**config.mk**
```make
export PLATFORM = sky130hd
export DESIGN_NAME = axi_addr_arbiter
export DESIGN_NICKNAME = d
export VERILOG_FILES = /design/src/rtl/axi_addr_arbiter.sv
export SDC_FILE = /design/constraint.sdc
export NUM_CORES = 1
export LEC_CHECK = 0
export ABC_AREA = 1
export BUFFER_PORTS_ARGS = -buffer_cell sky130_fd_sc_hd__buf_2
export CAP_MARGIN = 20
export CORE_MARGIN = 2
export CORE_UTILIZATION = 49
export DETAILED_ROUTE_END_ITERATION = 8
export PLACE_DENSITY = 0.86
export SLEW_MARGIN = 15
export SYNTH_ARGS = -nofsm -noshare
export SYNTH_HDL_FRONTEND = slang
export SYNTH_SLANG_ARGS = --single-unit
```
**constraint.sdc**
```tcl
create_clock -name clk -period 7.4 [get_ports clk]
set_clock_uncertainty 0.15 [all_clocks]
set_input_delay 0.74 -clock clk [delete_from_list [all_inputs] [get_ports clk]]
set_output_delay 0.74 -clock clk [all_outputs]
set_load 0.05 [all_outputs]
```
**src/rtl/axi_addr_arbiter.sv**
```systemverilog
// Round-robin arbiter sharing one AXI address channel between NUM_REQ show-ahead
// request FIFOs, tagging each command with the requester index and capping in-flight work.
module axi_addr_arbiter #(
  parameter int TAG_BITS = 2,
  parameter int NUM_REQ  = 2,
  parameter int IDX_W    = 1,
  parameter int MAX_OUT  = 2,
  localparam int ENTRY_W = 49 + TAG_BITS
) (
  input  logic                         clk,
  input  logic                         rst,
  input  logic [NUM_REQ-1:0]           req_empty,
  input  logic [NUM_REQ*ENTRY_W-1:0]   req_entry,
  output logic [NUM_REQ-1:0]           req_pop,
  output logic                         m_valid,
  input  logic                         m_ready,
  output logic [ENTRY_W+IDX_W-1:0]     m_entry,
  input  logic                         done_valid,
  input  logic [IDX_W-1:0]             done_idx,
  output logic [NUM_REQ*3-1:0]         out_cnt,
  output logic                         err_underflow
);

  localparam logic [0:0] IDLE  = 1'b0;
  localparam logic [0:0] ISSUE = 1'b1;

  logic [0:0]                 state_q, state_d;
  logic                       m_valid_q, m_valid_d;
  logic [ENTRY_W+IDX_W-1:0]   m_entry_q, m_entry_d;
  logic [IDX_W-1:0]           rr_ptr_q, rr_ptr_d;
  logic [NUM_REQ-1:0][2:0]    cnt_q, cnt_d;
  logic                       err_q, err_d;

  logic [NUM_REQ-1:0]         elig;
  logic [NUM_REQ-1:0]         pop;
  logic [NUM_REQ-1:0]         done_hit;
  logic [NUM_REQ-1:0]         cnt_zero;
  logic                       grant_vld;
  logic [IDX_W-1:0]           grant_idx;
  logic [ENTRY_W-1:0]         grant_entry;

  function automatic logic [IDX_W-1:0] wrap_idx(input logic [IDX_W-1:0] ptr, input int k);
    int s;
    s = int'(ptr) + k;
    return IDX_W'(s % NUM_REQ);
  endfunction

  // MAX_OUT <= 7 keeps the 3-bit count from wrapping on increment.
  function automatic logic [2:0] cnt_step(input logic [2:0] c, input logic inc, input logic dec);
    return c + {2'b00, inc} - {2'b00, dec};
  endfunction

  always_comb begin
    for (int i = 0; i < NUM_REQ; i++) begin
      elig[i]     = !req_empty[i] && (cnt_q[i] < 3'(MAX_OUT));
      done_hit[i] = done_valid && (done_idx == IDX_W'(i));
      cnt_zero[i] = (cnt_q[i] == 3'd0);
    end
  end

  // Scan starts just after the last winner, so it naturally ends up lowest priority.
  always_comb begin
    logic [IDX_W-1:0] cand;
    grant_vld = 1'b0;
    grant_idx = '0;
    cand      = '0;
    for (int k = 1; k <= NUM_REQ; k++) begin
      cand = wrap_idx(rr_ptr_q, k);
      if (!grant_vld && elig[cand]) begin
        grant_vld = 1'b1;
        grant_idx = cand;
      end
    end
  end

  always_comb begin
    grant_entry = '0;
    pop         = '0;
    for (int i = 0; i < NUM_REQ; i++) begin
      if (grant_idx == IDX_W'(i)) begin
        grant_entry = req_entry[i*ENTRY_W +: ENTRY_W];
        pop[i]      = (state_q == IDLE) && grant_vld;
      end
    end
  end

  always_comb begin
    for (int i = 0; i < NUM_REQ; i++) begin
      cnt_d[i] = cnt_step(cnt_q[i], pop[i], done_hit[i] && !cnt_zero[i]);
    end
    err_d = err_q | (done_valid && ((done_hit == '0) || ((done_hit & cnt_zero) != '0)));
  end

  always_comb begin
    state_d   = state_q;
    m_valid_d = m_valid_q;
    m_entry_d = m_entry_q;
    rr_ptr_d  = rr_ptr_q;
    if (state_q == IDLE) begin
      if (grant_vld) begin
        m_entry_d = {grant_idx, grant_entry};
        rr_ptr_d  = grant_idx;
        m_valid_d = 1'b1;
        state_d   = ISSUE;
      end
    end else if (m_ready) begin
      m_valid_d = 1'b0;
      state_d   = IDLE;
    end
  end

  always_ff @(posedge clk or negedge rst) begin
    if (!rst) begin
      state_q   <= IDLE;
      m_valid_q <= 1'b0;
      m_entry_q <= '0;
      rr_ptr_q  <= IDX_W'(NUM_REQ - 1);
      cnt_q     <= '0;
      err_q     <= 1'b0;
    end else begin
      state_q   <= state_d;
      m_valid_q <= m_valid_d;
      m_entry_q <= m_entry_d;
      rr_ptr_q  <= rr_ptr_d;
      cnt_q     <= cnt_d;
      err_q     <= err_d;
    end
  end

  // Pop is gated by reset so nothing is drained from the FIFOs while held in reset.
  assign req_pop       = pop & {NUM_REQ{rst}};
  assign m_valid       = m_valid_q;
  assign m_entry       = m_entry_q;
  assign out_cnt       = cnt_q;
  assign err_underflow = err_q;

endmodule

```
==> results of run 1 <==
## synthesized netlist by cell type (2+ instances only)
master / number
nor2_1: 4
dfrtp_1: 61
nand3_1: 52
nand4_1: 2
buf_2: 15
ha_1: 6
inv_2: 2
nand2_1: 266
fa_1: 2
a21oi_1: 2
buf_4: 2
inv_1: 15
buf_6: 5
buf_1: 4
## worst max-delay path, stage by stage (launching register included)
cell and delay [ns]:
dfrtp_1 0.40, inv_1 0.11, ha_1 0.18, nand2_1 0.06, nand2_1 0.07, nand2_2 0.55
inv_2 0.91, nand2_1 0.16, nor2_1 0.14, buf_2 0.27
## per-stage QoR
stage                     setup slack (ns)  hold WS (ns)  instances
after floorplan                       4.35         0.291        447
after detailed placement              3.03         0.310        669
after global routing                  2.96         0.348        687
after CTS                             2.98         0.326        685
after global placement                3.19         0.295        669
final                                 3.33         0.326        687
## state kept, by name (all words and copies together), names as in the netlist
name and flops:
out_cnt 6, m_valid 1, err_underflow 1, state_q 1, m_entry 52, rr_ptr_q 1
## worst min-delay path by stage
stage / slack (ns) / endpoint / cells after the start
2_1_floorplan: 0.29 / err_underflow / 0
3_3_place_gp: 0.29 / m_valid / 1
3_5_place_dp: 0.31 / m_entry[50] / 2
4_1_cts: 0.33 / m_entry[50] / 2
5_1_grt: 0.35 / m_entry[27] / 2
6_report: 0.33 / rr_ptr_q / 2
## cell type report
class                      count  area (um2)  area share, %
sequential                    62        1550           36.3
multi-input combinational    342        1480           34.6
timing repair buffer         173         913           21.4
clock buffer                  14         163           3.80
tap                           77        96.3           2.25
inverter                      17        63.8           1.49
clock inverter                 2        10.0          0.234
## power by group
| group | total (uW) | internal (uW) | switching [uW] |
|---|---|---|---|
| Combinational | 1260 | 304 | 954 |
| Sequential | 601 | 506 | 95.2 |
| Clock | 260 | 139 | 120 |
## layer usage
layer / vias to the layer above / global-route usage (%) / share of wire (%)
met2: 142 / 38.7 / 48
met5: - / 0 / 0
met3: 8 / 4.72 / 9.3
met1: 1511 / 29.8 / 41
li1: 1694 / - / -
met4: 0 / 9.52 / 1.1
## cells by family (layout without fill, tap and decap cells)
kind of cell | Yosys count | in the layout | synth area share, %
fa+ha+maj | 8 | 8 | 3.54
xor+xnor | 2 | 2 | 0.538
flops | 62 | 62 | 47.7
simple gates | 328 | 328 | 40.6
compound gates | 4 | 4 | 0.692
buf+inv | 43 | 206 | 6.92
==> out/results.txt, run 1 <==
Area grow syn2layout: 31.4%
Dpl hpwl: 5890 um
Status: completed
Cell leakage power: 0.00266 uW
Minimum clock period: 4.07 ns
Most frequent cells in the layout: nand2_1 (265), buf_2 (170), dfrtp_1 (61), nand3_1 (52), inv_1 (15)
Post-route ant nets: 0
DRT iter0 DRCs: 121
Setup TNS Final: 0 ns
Max Slew Vio Count: 0
Layout cells sized above 1: 31.6%
Cell taking the most area after synthesis: dfrtp_1
CTS Buffer Depth: 2
Routability congestion estimate: 0.788
Die area: 7310 um2
Clk slew on worst S/H paths: 0.07 ns
Unique masters post-synth: 23
Inserted Clock Buffers: 9
Die height: 85.5 um
R2R Path Start: out_cnt[4]
Final WL: 8470 um
Cell Area, Synth: 3250 um2
Die X: 85.5 um
Initial antenna violation count: 0
R2R depth: 13
Vias in the first global route: 3182
Syn Nets: 564
Global route overflow: 0
Clock Latency Late Sink: 0.32 ns
Top FF cell, synth: dfrtp_1
Avg Vias per Cell: 4.88
Mean post-synth cell area: 7.28 um2
Crit path max fanout: 56
I/O Buffers: 170
Critical path arrival: 3.18 ns
Filler instances: 569
Post-CTS Hold Fix Bufs: 0
Post CTS Setup Buffer Count: 0
FF-to-FF End: out_cnt[2]
Commonest non-fill, non-tap cell in the layout: nand2_1
Total Power: 2120 uW
CP required: 6.51 ns
Setup crit start: out_cnt[4]
Count of final setup violators: 0
Dominant cells by area after synthesis: dfrtp_1 (47%), nand2_1 (31%), nand3_1 (8.0%)
I/O pin count: 171
First-pass GRT wire length: 13700 um
Yosys top cell area share: 46.9%
DRT Pass-1 Iters: 4
Post-place instance area: 4050 um2
Syn Inst Count: 447
GRT Total Usage: 23.2%
RSZ-0062 raised after global routing: false
Critical Path Source Type: flop
MaxCap Viol Count: 0
Ant. Diodes: 0
End of the critical path: req_pop[0]
Synth warn: 0
Max frequency: 246 MHz
Core box area: 6390 um2
Slew headroom: 34.8%
Register bit total from synthesis: 62
Seq/Total Area, Yosys: 47.7%
Nets@finish: 722
H-tree levels: 3
PostCTS Resize Cnt: 0
Number of synthesized flops with an enable pin: 0
Drt wl/cell: 12.3 um
Fin. Hold Viols: 0
Hold_sp: rr_ptr_q
Worst Max-Slew Pin Slew: 0.974 ns
Final routed DRC violation total: 0
Post-layout util: 67.0%
CTS Sinks: 62
HP Class: flop to flop
Root Driver: clkbuf_8
FP Rows: 29
Crit path capture type: primary output
Crit path kind: flop to primary output
Starting Density: 51.0%
Largest net degree at the start of global routing: 64
Via count: 3355
Pwr dens: 495 nW/um2
Final Cycle Share: 55.0%
Async S/R FF share, synth: 100%
TritonCTS clock tree: built
Worst VDD drop: 0.477 mV
Minimum setup slack among reg-to-reg paths: 3.60 ns
Post-route design area: 4280 um2
Note: power is estimated with default switching activity, not from simulation.
==> inputs of run 2 (changes only) <==
Settings changed: CORE_UTILIZATION 49 to 45, PLACE_DENSITY 0.86 to 0.8.
Clock period 7.4 ns to 4.03 ns, I/O delays scaled along.
==> out/results.txt, run 2 (synthesized netlist as in run 1, its figures left out) <==
Met3 wire len: 722 um
Dpl hpwl: 6130 um
Largest net degree at the start of global routing: 63
PostCTS Resize Cnt: 0
Die area: 7930 um2
Critical path arrival: 2.86 ns
MaxCap Viol Count: 0
Crit path capture type: flop
R2R depth: 13
H-tree levels: 3
CP required: 4.09 ns
Via count: 3388
Avg Vias per Cell: 4.76
Core box area: 7140 um2
FP Rows: 31
Hold Path Stages: 2
Layout Cells excl Fill: 712
Max frequency: 357 MHz
R2R Path Start: out_cnt[4]
Reg area: 1550 um2
Ant. Diodes: 0
Final WL: 8620 um
GRT Total Usage: 21.7%
Critical Path Source Type: flop
Layout cells sized above 1: 32.1%
Hold_sp: m_ready
RSZ-0062 raised after global routing: false
Area grow syn2layout: 31.6%
Die X: 89.0 um
Clock Latency Late Sink: 0.33 ns
Starting Density: 45.6%
Met2 Wirelength: 3960 um
Setup TNS Final: 0 ns
Crit path kind: flop to flop
First-pass GRT wire length: 13500 um
I/O Buffers: 170
Drt wl/cell: 12.1 um
Final routed DRC violation total: 0
Inserted Clock Buffers: 9
Die height: 89.0 um
DRT Pass-1 Iters: 4
Crit path max fanout: 52
Routed length on met1: 3770 um
Nets@finish: 725
Most frequent cells in the layout: nand2_1 (265), buf_2 (170), dfrtp_1 (61), nand3_1 (52), inv_1 (15)
DP Cell Count: 696
Post CTS Setup Buffer Count: 0
Max reg flops: 52
Count of final setup violators: 0
Post-route design area: 4280 um2
Post-CTS Hold Fix Bufs: 0
I/O pin count: 171
DRT iter0 DRCs: 121
Worst VDD drop: 0.590 mV
Slew headroom: 49.2%
Fin. Hold Viols: 0
Status: completed
Commonest non-fill, non-tap cell in the layout: nand2_1
Minimum clock period: 2.80 ns
Post-place instance area: 4120 um2
Global route overflow: 0
Initial antenna violation count: 0
Final Cycle Share: 69.5%
Routability congestion estimate: 0.814
CTS Sinks: 62
Minimum setup slack among reg-to-reg paths: 1.23 ns
Multi-input gate area: 1480 um2
Pwr dens: 905 nW/um2
Vias in the first global route: 3016
Filler instances: 706
Worst Max-Slew Pin Slew: 0.762 ns
Post-route ant nets: 0
TritonCTS clock tree: built
Uppermost layer routed: met4
Max Slew Vio Count: 0
Cell leakage power: 0.00265 uW
CTS Buffer Depth: 2
Root Driver: clkbuf_8
WHS Endpoint: m_valid
Clk slew on worst S/H paths: 0.07 ns
HP Class: primary input to flop
FF-to-FF End: out_cnt[2]
[run 2: changes by cell type in the layout (fill, tap and decap cells not counted), sizes merged]
cell	change
buf	+3
clkbuf	-2
clkinv	+1
clkinvlp	+1
[run 2: worst max path at each step]
stage,cells after the start,slack [ns],to,from
4_1_cts,13,1.20,out_cnt[2],out_cnt[4]
3_3_place_gp,13,1.39,out_cnt[2],out_cnt[4]
2_1_floorplan,13,1.26,out_cnt[2],out_cnt[4]
5_1_grt,13,1.03,out_cnt[2],out_cnt[4]
6_report,13,1.23,out_cnt[2],out_cnt[4]
3_5_place_dp,13,1.24,out_cnt[2],out_cnt[4]
[run 2: metrics by stage]
step           util [%]  total power, uW  worst slack (ns)  hold WS (ns)
2_1_floorplan         -             2900              1.26       -0.0426
5_1_grt            60.0             4150              1.03         0.147
3_3_place_gp       57.7             3370              1.39         0.304
3_5_place_dp       57.7             3420              1.24         0.309
6_report           60.0             3880              1.23         0.135
4_1_cts            60.0             3910              1.20         0.119
[run 2: cell type report]
cell class                 count  share of cell area (%)
multi-input combinational    342                    34.5
timing repair buffer         176                    20.9
inverter                      17                    1.49
tap                           99                    2.89
clock buffer                  12                    3.39
sequential                    62                    36.3
clock inverter                 4                   0.526
[run 2: layer usage]
metal | up-vias | track usage, %
met1 | 1520 | 27.4
met5 | - | 0
li1 | 1701 | -
met3 | 17 | 4.80
met4 | 0 | 9.09
met2 | 150 | 36.2
[run 2: critical path, stage by stage, from the launching register on]
cell     delay, ns
dfrtp_1       0.40
inv_1         0.12
ha_1          0.17
inv_1         0.07
nor2_4        0.08
buf_4         0.43
nand2_2       0.11
nand2_1       0.12
ha_1          0.23
inv_1         0.06
ha_1          0.13
inv_1         0.05
fa_1          0.37
xor2_1        0.18
[run 2: report_power, final]
| part | switching (uW) | total [uW] | internal (uW) |
|---|---|---|---|
| logic | 1770 | 2310 | 549 |
| registers | 166 | 1090 | 929 |
| clock network | 230 | 467 | 237 |
==> inputs of run 3 (changes only) <==
Settings changed: ABC_AREA 1 to 0, CORE_UTILIZATION 45 to 40, PLACE_DENSITY 0.8 to 0.76.
Clock period 4.03 ns to 2.5 ns, I/O delays scaled along.
==> out/results.txt, run 3 <==
Mean post-synth cell area: 13.0 um2
HP Class: primary input to flop
Root Driver: clkbuf_8
H-tree levels: 3
Clk slew on worst S/H paths: 0.07 ns
Cell leakage power: 0.00215 uW
DP Cell Count: 487
Share of total power in combinational logic: 57.7%
Int Pwr: 3310 uW
Die area: 8360 um2
Worst hold slack: 0.0119 ns
Slowest stage delay, CP: 0.38 ns
Inserted Clock Buffers: 9
Status: completed
Async S/R FF share, synth: 100%
Clock Latency Late Sink: 0.33 ns
Vias in the first global route: 2892
Routed length on met1: 4120 um
Final Cycle Share: 96.9%
Switch share: 50.4%
Routability congestion estimate: 0.816
Cell family with most CP delay: adder cells
Syn Nets: 353
Crit path capture type: flop
Core box area: 7330 um2
Pwr dens: 1490 nW/um2
Global route overflow: 0
Cell taking the most area after synthesis: dfrtp_1
Fin. Hold Viols: 0
DRT iter0 DRCs: 122
Max reg flops: 52
Commonest cells in the synthesized netlist: dfrtp_1 (61), nor4b_1 (52), a221o_1 (51)
Largest net degree at the start of global routing: 54
Worst VDD drop: 0.983 mV
DRT Pass-1 Iters: 4
Ant. Diodes: 0
Max Slew Vio Count: 0
Post-route ant nets: 0
Synth warn: 0
Met2 Wirelength: 4410 um
Yosys top cell area share: 49.9%
Number of synthesized flops with an enable pin: 0
Count leader, synth: dfrtp_1
Clock power frac: 15.2%
Post-route design area: 4480 um2
Minimum clock period: 2.42 ns
First-pass GRT wire length: 14600 um
FP Rows: 31
Die height: 91.4 um
PnR worst setup slack: 0.0764 ns
Nets@finish: 542
Cell Area, Synth: 3060 um2
Syn Inst Count: 236
Sequential fraction of design power: 27.1%
Final routed DRC violation total: 0
Crit path max fanout: 3
Crit-path most repeated cell: inv_1
MaxCap Viol Count: 0
Drt wl/cell: 17.7 um
Area grow syn2layout: 46.4%
Critical path arrival: 2.49 ns
Dpl hpwl: 6010 um
Slew headroom: 60.1%
Starting Density: 41.7%
Dominant cells by area after synthesis: dfrtp_1 (50%), a221o_1 (17%), nor4b_1 (15%)
NetSw: 3370 uW
Initial antenna violation count: 0
Final WL: 9390 um
Die X: 91.4 um
I/O Buffers: 170
Max frequency: 413 MHz
Commonest non-fill, non-tap cell in the layout: buf_2
Crit-path cells: inv_1 -> ha_4 -> nor3b_4 -> or3_4 -> ha_1 -> inv_1 -> ha_1 -> inv_1 -> fa_1 -> xor2_1
CP required: 2.57 ns
Seq/Total Area, Yosys: 50.8%
Via count: 2946
Top FF cell, synth: dfrtp_1
CTS Buffer Depth: 2
Critical path's slowest cell: dfrtp_2
GRT Total Usage: 21.8%
TritonCTS clock tree: built
I/O pin count: 171
Post-place instance area: 3980 um2
Worst Max-Slew Pin Slew: 0.598 ns
Avg Vias per Cell: 5.57
Uppermost layer routed: met4
Place WS: 0.0559 ns
Layout Cells excl Fill: 529
CTS Sinks: 62
Count of final setup violators: 0
Layout cells sized above 1: 51.6%
Crit path buf inv count: 3
Met3 wire len: 712 um
Unique masters post-synth: 29
Register bit total from synthesis: 62
Most frequent cells in the layout: buf_2 (169), dfrtp_1 (56), nor4b_1 (52), a221o_1 (51), dlygate4sd3_1 (21)
Critical Path Source Type: flop
Crit path kind: flop to flop
==> run 3: changes by cell type after synthesis, sizes merged, moves of 3 or more <==
| cell | before | now |
|---|---|---|
| buf | 26 | 19 |
| a221o | 0 | 51 |
| nor2 | 5 | 1 |
| nand2b | 0 | 3 |
| clkbuf | 0 | 9 |
| nand3 | 53 | 0 |
| nor4b | 0 | 52 |
| nand2 | 267 | 2 |
| inv | 17 | 13 |
| a21o | 0 | 3 |
==> run 3: power groups by stage <==
stage / logic, uW / registers, uW / clock network, uW
6_report: 3850 / 1810 / 1010
5_1_grt: 4050 / 1860 / 1090
3_3_place_gp: 3700 / 1800 / 0
4_1_cts: 3770 / 1810 / 1040
3_5_place_dp: 3730 / 1820 / 0
2_1_floorplan: 1330 / 3370 / 0
==> run 3: cell families (layout without fill, tap and decap cells) <==
family	count (synthesis)	after routing	share of synthesized area [%]
compound gates	59	59	19.3
xor+xnor	2	2	0.573
fa+ha+maj	8	8	3.77
buf+inv	41	235	8.02
flops	62	62	50.8
simple gates	64	64	17.6
==> run 3: per-layer routing <==
metal,GRT usage (%),vias to the layer above
li1,-,1334
met4,8.84,0
met3,4.65,17
met2,34.6,159
met5,0,-
met1,28.9,1436
==> run 3: final timing paths <==
path,start,to,slack [ns],cells past startpoint
worst max-delay path,out_cnt[5],out_cnt[2],0.08,10
worst min-delay path,req_entry[58],m_entry[7],0.01,2
worst max register to register,out_cnt[5],out_cnt[2],0.08,10
worst min register to register,err_underflow,err_underflow,0.33,1
max in group asynchronous,rst,rr_ptr_q,1.50,3
min in group asynchronous,rst,out_cnt[3],0.38,3
==> run 3: worst register-to-register path, delay by kind of cell, from the launching register on <==
kind | cells | cell delay, ns
DFF | 1 | 0.38
buffers and inverters | 3 | 0.20
and+or+nand+nor | 2 | 0.48
xor gates and xnor gates | 1 | 0.17
adders and majority gates | 4 | 0.95
==> run 3: cell type report <==
type	count	area (um2)
Timing Repair Buffer	206	1180
Clock inverter	3	65.1
Multi-Input combinational cell	133	1330
Fill cell	587	2860
Tap cell	99	124
Clock buffer	13	169
Inverter	13	48.8
Sequential cell	62	1560
==> run 3: what timing repair did <==
item / CTS / global route
hold buffers: 21 / 0
setup endpoints to repair: 1 / 3
pin swaps: 0 / 0
hold endpoints to repair: 81 / 0
gates resized for setup: 1 / 3
buffers inserted: 0 / 5
==> run 3: per-stage QoR <==
| step | power, uW | TNS, ns | util [%] |
|---|---|---|---|
| finish | 6670 | 0 | 61.1 |
| global route | 7000 | -0.0321 | 61.1 |
| CTS | 6620 | 0 | 60.4 |
| detailed placement | 5550 | 0 | 54.3 |
| global placement | 5500 | 0 | 54.3 |
| floorplan | 4700 | -0.512 | - |
